## config.mk

```make
export PLATFORM = sky130hd
export DESIGN_NAME = hmm_seq_gen
export DESIGN_NICKNAME = d
export VERILOG_FILES = /design/src/rtl/hmm_pkg.sv /design/src/rtl/hmm_lfsr.sv /design/src/rtl/hmm_seq_gen.sv
export SDC_FILE = /design/constraint.sdc
export NUM_CORES = 1
export LEC_CHECK = 0
export CAP_MARGIN = 20
export CELL_PAD_IN_SITES_DETAIL_PLACEMENT = 1
export CELL_PAD_IN_SITES_GLOBAL_PLACEMENT = 2
export CORE_MARGIN = 4
export CORE_UTILIZATION = 21
export CTS_CLUSTER_DIAMETER = 200
export DETAILED_ROUTE_END_ITERATION = 6
export PLACE_DENSITY = 0.9
export RECOVER_POWER = 50
export SETUP_SLACK_MARGIN = 0.15
export SLEW_MARGIN = 20
export SYNTH_ARGS = -nofsm -noshare
export SYNTH_HDL_FRONTEND = slang
export SYNTH_SLANG_ARGS = --single-unit
```

## constraint.sdc

```tcl
create_clock -name clk -period 3.55 [get_ports clk]
set_input_delay 0.71 -clock clk [delete_from_list [all_inputs] [get_ports clk]]
set_output_delay 0.71 -clock clk [all_outputs]
set_load 0.005 [all_outputs]
```

## src/rtl/hmm_pkg.sv

```systemverilog
// Shared definitions for the HMM sequence generator: widths, FSM encoding,
// LFSR constants and the CDF threshold-select helper.
package hmm_pkg;
  localparam int          SW    = 2;
  localparam int          CDF_W = 16;
  localparam logic [15:0] SEED0 = 16'hACE1;
  localparam logic [15:0] POLY  = 16'hB400;

  typedef logic [SW-1:0] sym_t;

  typedef enum logic [2:0] {
    S_IDLE, S_PICK_S0, S_PICK_OBS, S_SEND, S_PICK_TRANS, S_DONE
  } fsm_t;

  // Inverse-CDF sample over three outcomes; a non-increasing cdf_1 simply
  // makes outcome 1 unreachable.
  function automatic sym_t cdf_sel(input logic [CDF_W-1:0] r,
                                   input logic [CDF_W-1:0] cdf_0,
                                   input logic [CDF_W-1:0] cdf_1);
    if (r <= cdf_0)      return 2'd0;
    else if (r <= cdf_1) return 2'd1;
    else                 return 2'd2;
  endfunction
endpackage

```

## src/rtl/hmm_lfsr.sv

```systemverilog
// Right-shifting Galois LFSR with seed load (zero seed replaced by SEED0)
// and an advance enable so it only moves on draws.
module hmm_lfsr #(
  parameter int           W     = 16,
  parameter logic [W-1:0] POLY  = 16'hB400,
  parameter logic [W-1:0] SEED0 = 16'hACE1
) (
  input  logic         clk,
  input  logic         rst_n,
  input  logic         load,
  input  logic [W-1:0] seed,
  input  logic         adv,
  output logic [W-1:0] value
);
  always_ff @(posedge clk or negedge rst_n) begin
    if (!rst_n)    value <= SEED0;
    else if (load) value <= (seed == '0) ? SEED0 : seed;
    else if (adv)  value <= {1'b0, value[W-1:1]} ^ (value[0] ? POLY : '0);
  end
endmodule

```

## src/rtl/hmm_seq_gen.sv

```systemverilog
// Samples a hidden-state path and observation stream from a 3-state/3-symbol
// HMM and streams the symbols out with valid/ready, recording the true path.
module hmm_seq_gen
  import hmm_pkg::*;
#(
  parameter int           W      = CDF_W,
  parameter logic [W-1:0] POLY_P = POLY,
  parameter logic [W-1:0] SEED_P = SEED0
) (
  input  logic         clk,
  input  logic         rst_n,
  input  logic         start,
  input  logic [2:0]   length,
  input  logic         seed_load,
  input  logic [W-1:0] seed,
  input  logic [W-1:0] cdfC_0,
  input  logic [W-1:0] cdfC_1,
  input  logic [W-1:0] cdfA_0_0,
  input  logic [W-1:0] cdfA_0_1,
  input  logic [W-1:0] cdfA_1_0,
  input  logic [W-1:0] cdfA_1_1,
  input  logic [W-1:0] cdfA_2_0,
  input  logic [W-1:0] cdfA_2_1,
  input  logic [W-1:0] cdfB_0_0,
  input  logic [W-1:0] cdfB_0_1,
  input  logic [W-1:0] cdfB_1_0,
  input  logic [W-1:0] cdfB_1_1,
  input  logic [W-1:0] cdfB_2_0,
  input  logic [W-1:0] cdfB_2_1,
  output logic [1:0]   obs_out,
  output logic         obs_valid,
  input  logic         obs_ready,
  output logic         obs_first,
  output logic         obs_last,
  output logic [1:0]   state_0,
  output logic [1:0]   state_1,
  output logic [1:0]   state_2,
  output logic [1:0]   state_3,
  output logic [1:0]   state_4,
  output logic [1:0]   state_5,
  output logic [1:0]   state_6,
  output logic [1:0]   state_7,
  output logic         busy,
  output logic         done
);
  fsm_t           st;
  sym_t           cur_s;
  logic [2:0]     cnt;
  logic [3:0]     len_q;
  logic [7:0][1:0] path;
  logic [W-1:0]   rnd, c0, c1;
  sym_t           draw;
  logic           lfsr_load, lfsr_adv;

  assign lfsr_load = (st == S_IDLE) && start && seed_load;
  assign lfsr_adv  = (st == S_PICK_S0) || (st == S_PICK_OBS) || (st == S_PICK_TRANS);

  hmm_lfsr #(.W(W), .POLY(POLY_P), .SEED0(SEED_P)) u_lfsr (
    .clk   (clk),
    .rst_n (rst_n),
    .load  (lfsr_load),
    .seed  (seed),
    .adv   (lfsr_adv),
    .value (rnd)
  );

  // Threshold pair for whichever draw the current state performs.
  always_comb begin
    c0 = '0;
    c1 = '0;
    case (st)
      S_PICK_S0: begin c0 = cdfC_0; c1 = cdfC_1; end
      S_PICK_OBS:
        case (cur_s)
          2'd0:    begin c0 = cdfB_0_0; c1 = cdfB_0_1; end
          2'd1:    begin c0 = cdfB_1_0; c1 = cdfB_1_1; end
          default: begin c0 = cdfB_2_0; c1 = cdfB_2_1; end
        endcase
      S_PICK_TRANS:
        case (cur_s)
          2'd0:    begin c0 = cdfA_0_0; c1 = cdfA_0_1; end
          2'd1:    begin c0 = cdfA_1_0; c1 = cdfA_1_1; end
          default: begin c0 = cdfA_2_0; c1 = cdfA_2_1; end
        endcase
      default: ;
    endcase
  end

  assign draw = cdf_sel(rnd, c0, c1);

  always_ff @(posedge clk or negedge rst_n) begin
    if (!rst_n) begin
      st        <= S_IDLE;
      cur_s     <= '0;
      cnt       <= '0;
      len_q     <= '0;
      path      <= '0;
      obs_out   <= '0;
      obs_valid <= 1'b0;
      obs_first <= 1'b0;
      obs_last  <= 1'b0;
    end else begin
      case (st)
        S_IDLE:
          if (start) begin
            len_q <= (length == 3'd0) ? 4'd8 : {1'b0, length};
            cnt   <= '0;
            st    <= S_PICK_S0;
          end
        S_PICK_S0: begin
          cur_s <= draw;
          st    <= S_PICK_OBS;
        end
        S_PICK_OBS: begin
          obs_out    <= draw;
          path[cnt]  <= cur_s;
          obs_first  <= (cnt == 3'd0);
          obs_last   <= ({1'b0, cnt} == len_q - 4'd1);
          obs_valid  <= 1'b1;
          st         <= S_SEND;
        end
        S_SEND:
          if (obs_ready) begin
            obs_valid <= 1'b0;
            if (obs_last) st <= S_DONE;
            else begin
              cnt <= cnt + 3'd1;
              st  <= S_PICK_TRANS;
            end
          end
        S_PICK_TRANS: begin
          cur_s <= draw;
          st    <= S_PICK_OBS;
        end
        S_DONE:
          if (!start) st <= S_IDLE;
        default: st <= S_IDLE;
      endcase
    end
  end

  assign busy = (st != S_IDLE) && (st != S_DONE);
  assign done = (st == S_DONE);

  assign state_0 = path[0];
  assign state_1 = path[1];
  assign state_2 = path[2];
  assign state_3 = path[3];
  assign state_4 = path[4];
  assign state_5 = path[5];
  assign state_6 = path[6];
  assign state_7 = path[7];
endmodule

```

==> metrics, run 1 <==
final setup violation count=0; synthesized cell area=4950 µm²; critical path cell sequence=buf_4 -> mux2i_1 -> o21ai_0 -> a22oi_1 -> nor2_1 -> a21oi_1 -> ha_1 -> a21oi_1 -> o21ai_0 -> a221o_1 -> o31a_1 -> o31ai_1; syn nets=925; Peak supply drop=307 µV; Worst Tran Pin Value=1.65 ns; post-synth top area share=20.7%; Final min period=3.13 ns; arrival time at the worst endpoint=3.32 ns; Total Power=5.54 mW; family with the most delay on the worst path=compound AO/OA/AOI/OAI gates; Worst-path clk slew=0.07 ns; Initial Util=21.6%; max-slew violations=30; Hold Violations, Final=0; H-tree lvl count=2; CP max-delay cell=dfrtp_4; pin count of the biggest net entering global routing=71; most frequent cells after synthesis=nand2_1, o21ai_0, mux2i_1; worst path required time=3.73 ns; RSZ-0062 raised after global routing=false; first-pass GRT wire length=33400 µm; Die Width=162 µm; ys flop type=dfrtp_1; leak pwr=3.15 nW; # IOs=271; CP bufs+invs=1; clk_skew=0.0125 ns; Syn Inst Count=642; pwr dens=670 nW/µm²; CTS Buffer Depth=2; RePlAce Congestion=0.800; Detailed Route Iter0 Violations=213; wire per inst=18.3 µm; reg-to-reg startpoint=cur_s[0]; nets=1179; Post-synth ARST share=100%; total track usage=16.0%; CTS tree=built; Routed Antenna Nets=0; Syn-to-layout area delta=66.8%; port bufs=270; TNS Setup=0 ns; outcome=finished, violations left; worst-path fanout max=15; syn avg cell area=7.71 µm²; Min-Delay Path Class=reg -> reg; hpwl dp=18300 µm; Ys Warns=0; Worst Hold Path Cells=2; fmax=319 MHz; Tcrit/Tclk final=88.3%; DRC violations left=0; critical path class=reg -> reg; antenna violations before repair=0; via count=5734; Critical Path Sink Type=flip-flop; Reg2Reg Capture Point=cur_s[0]; antenna cells=0; most frequent cell after synthesis=nand2_1; grt ovf=0; Total Routed Length=22100 µm; # clock sinks=49; launch point of the worst hold path=u_lfsr.value[10]; Area contributors post-synth=dfrtp_1, mux2i_1, ha_1; worst hold endpoint=u_lfsr.value[10]; core region area=22900 µm²; Seq/Total Area, Yosys=25.0%; max_slew headroom=-9.93%; num rows=55; Reg2Reg Depth=12; CTS Buf Count=5; Yosys top cell by area=dfrtp_1; CTS Root Buffer Type=clkbuf_16; Initial DRT Pass Iterations=4; Die H=162 µm; r2r setup slk=0.42 ns; failing checks=max-capacitance violations, max-slew violations; max incr delay on CP=0.65 ns; number of synthesized flops with an enable pin=0; ratio of cells with drive above 1 in the final layout=7.69%; Vias/cell=4.74; crit start category=flip-flop; clk_lat worst skew=0.29 ns; via count of the first global-routing pass=6107; DIE AREA=26100 µm²; cts hold-fix bufs=0; post-synth cell types=47; flops & latches, synth=49; Max-Cap Viols=1
-- how the worst max path moves through the flow --
stage                       startpoint          to  slack [ns]  cells after the start
after floorplan                  st[0]    cur_s[0]        0.57                     13
after global placement    cdfA_1_0[14]  obs_out[1]        0.20                     13
after detailed placement  cdfA_0_0[14]    cur_s[0]        0.15                     13
after CTS                     cur_s[0]    cur_s[0]        0.30                     12
after global routing      cdfA_0_0[14]  obs_out[0]        0.21                     13
final                         cur_s[0]    cur_s[0]        0.42                     12
-- where the power goes --
part / leakage, nW / switching, mW / internal [mW]
logic: 2.47 / 2.04 / 1.80
registers: 0.608 / 0.387 / 0.835
clock network: 0.0696 / 0.217 / 0.259
-- registers in the layout, indices dropped and copies added (netlist names), 2 cells and up --
signal	cells
u_lfsr.value	16
len_q	4
cnt	3
st	3
cur_s	2
obs_out	2
state_0	2
state_1	2
state_2	2
state_3	2
state_4	2
state_5	2
state_6	2
state_7	2
-- tightest hold or removal path: cells and delay by family, from the launching register on --
family / cells / cell delay, ns
DFF: 1 / 0.39
and+or+nand+nor: 2 / 0.10
-- final cells by class --
| type | instances | area, µm² |
|---|---|---|
| timing repair buffer | 297 | 2970 |
| clock buffer | 5 | 125 |
| fill | 2754 | 14700 |
| inverter | 7 | 26.3 |
| tap | 313 | 392 |
| multi-input combinational | 536 | 3480 |
| clock inverter | 3 | 17.5 |
| sequential | 49 | 1240 |
-- metal layers --
metal  track usage (%)  wire length, µm  vias to the layer above
met2              28.7            11000                      179
met5                 0                0                        -
met3              3.16             1460                       16
li1                  -                -                     2841
met1              20.2             9460                     2698
met4              2.56              255                        0
-- per-stage QoR --
| step | worst slack (ns) | cells | hold slack (ns) | util [%] | area [µm²] |
|---|---|---|---|---|---|
| 2_1_floorplan | 0.573 | 642 | 0.414 | - | 4950 |
| 3_3_place_gp | 0.199 | 1200 | 0.479 | 35.3 | 8100 |
| 3_5_place_dp | 0.147 | 1200 | 0.487 | 35.3 | 8100 |
| 4_1_cts | 0.301 | 1209 | 0.491 | 36.1 | 8260 |
| 5_1_grt | 0.211 | 1210 | 0.529 | 36.1 | 8260 |
| 6_report | 0.415 | 1210 | 0.495 | 36.1 | 8260 |
-- kinds of logic (layout without fill, tap and decap cells) --
group | after synthesis | count (layout) | share of synthesized area [%]
AO/OA/AOI/OAI | 205 | 205 | 23.7
XOR/XNOR | 8 | 8 | 1.41
adder cells (fa/ha/maj) | 35 | 35 | 8.84
buffers and inverters | 57 | 312 | 4.78
flip-flops | 49 | 49 | 25.0
multiplexers | 82 | 82 | 17.6
AND/OR/NAND/NOR | 206 | 206 | 18.7
-- placed cells by master (no fill, tap or decap), drive strengths merged, types with 2 or more instances in the layout --
master,n
a221o,2
o21a,2
dfstp,8
nor2,53
and2,4
o31ai,6
clkdlybuf4s50,268
nand2b,2
a31oi,4
o211ai,2
or4,5
dfrtp,41
xnor2,7
a21oi,59
clkinv,2
o21ai,88
nor2b,4
inv,7
nor3,4
a22oi,32
nor4,5
clkbuf,10
ha,35
nand2,105
or3b,2
buf,23
o22ai,3
a2111oi,2
nand3,3
mux2,18
a21o,2
mux2i,64
nand4,15
-- timing repair --
action                                  4_1_cts  5_1_grt
setup buffers                                 1        1
endpoints found under the setup margin        1        4
gates resized for setup                       0        1
No activity file was read; power rests on OpenSTA's default activity.
==> run 2, diff against run 1 <==
--- a/config.mk
+++ b/config.mk
@@ -8,9 +8,9 @@
 export CAP_MARGIN = 20
 export CELL_PAD_IN_SITES_DETAIL_PLACEMENT = 1
 export CELL_PAD_IN_SITES_GLOBAL_PLACEMENT = 2
-export CORE_MARGIN = 4
 export CORE_UTILIZATION = 21
 export CTS_CLUSTER_DIAMETER = 200
+export CTS_CLUSTER_SIZE = 20
 export DETAILED_ROUTE_END_ITERATION = 6
 export PLACE_DENSITY = 0.9
 export RECOVER_POWER = 50
==> run 2 against run 1 <==
Against the previous run:
- the run still ends with max-capacitance violations, max-slew violations left
- critical path depth is 3 lower
- first-iteration DRC count is 20% higher
- critical path type unchanged
- sequential share of layout area hardly changed
- clock power is 4.2% lower
- largest cell class unchanged
- via count is 1.1% lower
==> metrics, run 2 (synthesized netlist as in run 1, its figures left out) <==
outcome=finished, violations left; failing checks=max-capacitance violations, max-slew violations; via count of the first global-routing pass=5987 (-2.0%); commonest non-fill, non-tap cell in the layout=clkdlybuf4s50_1; Die Width=156 µm (-3.7%); most frequent cells in the layout=clkdlybuf4s50_1, nand2_1, o21ai_0, mux2i_1, a21oi_1; CTS tree=built; Vias/cell=4.70 (-0.84%); CTS Buffer Depth=2 (unchanged); critical path class=reg -> reg; grt ovf=0 (unchanged); placed cell areas=8090 µm² (-0.19%); crit start category=flip-flop; worst path required time=3.73 ns (about the same); wire per inst=17.6 µm (-3.9%); RSZ-0062 raised after global routing=false; Min-Delay Path Class=reg -> reg; Worst Hold Path Cells=2 (unchanged); design area=8240 µm² (-0.30%); placed cells=1198 (-0.17%); max-slew violations=39 (+30%); hpwl dp=17600 µm (-3.5%); nets=1176 (-0.25%); Final min period=3.16 ns (+0.0217 ns); CTS Root Buffer Type=clkbuf_16; cts hold-fix bufs=0 (unchanged); pin count of the biggest net entering global routing=54 (-24%); # clock sinks=49 (unchanged); Largest regs=u_lfsr.value x16, len_q x4; DRC violations left=0 (unchanged); port bufs=270 (unchanged); pwr dens=665 nW/µm² (-0.76%); Tcrit/Tclk final=88.9% (+0.61 points); worst-path fanout max=51 (+36); Detailed Route Iter0 Violations=255 (+20%); Hold Violations, Final=0 (unchanged); max reg flops=16 (unchanged); RePlAce Congestion=0.814 (+1.8%); via count=5672 (-1.1%); Total Routed Length=21200 µm (-4.2%); num rows=55 (unchanged); fmax=317 MHz (-0.69%); antenna cells=0 (unchanged); Die H=156 µm (-3.7%); Initial DRT Pass Iterations=4 (unchanged); TNS Setup=0 ns (unchanged); CTS Buf Count=5 (unchanged); core region area=22900 µm² (unchanged); r2r setup slk=0.39 ns (-0.02 ns); clk_skew=0.00590 ns (-0.00664 ns); leak pwr=3.14 nW (about the same); Critical Path Sink Type=flip-flop; H-tree lvl count=2 (unchanged); final hold slack=0.490 ns (-0.00445 ns); Routed Antenna Nets=0 (unchanged); antenna violations before repair=0 (unchanged); max_slew headroom=-37.6% (-28 points); final setup violation count=0 (unchanged); largest register by flop count=u_lfsr.value; Worst Tran Pin Value=2.06 ns (+0.415 ns); Initial Util=21.6% (unchanged); clk_lat worst skew=0.28 ns (about the same); Max-Cap Viols=1 (unchanged); Worst-path clk slew=0.07 ns (about the same); Syn-to-layout area delta=66.3%; DIE AREA=24200 µm² (-7.3%); ratio of cells with drive above 1 in the final layout=7.49% (-0.20 points); Peak supply drop=286 µV (-7.0%); Reg2Reg Depth=9 (-3); total track usage=17.0% (+0.98 points); arrival time at the worst endpoint=3.34 ns (+0.02 ns); # IOs=271 (unchanged); Non-Filler Instances=1207 (-0.25%); first-pass GRT wire length=32100 µm (-3.9%)
## run 2: cell count changes in the layout (fill, tap and decap cells not counted), sizes merged
cell / delta
clkdlybuf4s50: -4
dlygate4sd3: +4
buf: -3
clkbuf: +1
clkinvlp: -1
## run 2: path summary, 6_finish.rpt
path                                 from         end
worst max-delay path                st[1]  obs_out[0]
worst min register to register  obs_valid   obs_valid
min in group asynchronous           rst_n  state_1[1]
worst max register to register      st[1]  obs_out[0]
worst min-delay path            obs_valid   obs_valid
max in group asynchronous           rst_n    cur_s[0]
## run 2: cell type report
type / count / area (µm²)
Clock buffer: 6 / 129
Clock inverter: 2 / 10.0
Fill cell: 2749 / 14700
Inverter: 7 / 26.3
Multi-Input combinational cell: 536 / 3490
Sequential cell: 49 / 1240
Tap cell: 313 / 392
Timing Repair Buffer: 294 / 2950
## run 2: routing by layer
metal / global-route usage, % / part of all wire, %
met2: 30.4 / 49
met4: 2.29 / 0.88
met3: 2.50 / 6.3
met5: 0 / 0
met1: 21.9 / 43
## run 2: stage by stage
stage,utilization [%],power (mW),setup slack (ns)
floorplan,-,3.54,0.573
finish,35.9,5.48,0.394
global placement,35.3,4.91,0.148
global route,35.9,6.04,0.128
CTS,35.9,5.53,0.199
detailed placement,35.3,5.05,0.116
## run 2: power breakdown
group	switching [mW]	leakage (nW)	internal (mW)
clock network	0.197	0.0706	0.259
registers	0.407	0.608	0.834
logic	2.00	2.47	1.78
## run 2: timing repair
action                                  CTS  global route
gates resized for setup                   0             2
endpoints found under the hold margin     0             0
endpoints found under the setup margin    0             4
setup buffers                             0             1
## run 2: worst max-delay path, cell delays in order, from the launching register on
cell,delay (ns)
dfrtp_2,0.35
clkbuf_2,0.78
or3b_1,0.47
o22ai_1,0.28
ha_1,0.22
nor2b_1,0.05
o211ai_1,0.22
a2111oi_2,0.12
o31a_1,0.34
o31ai_1,0.21
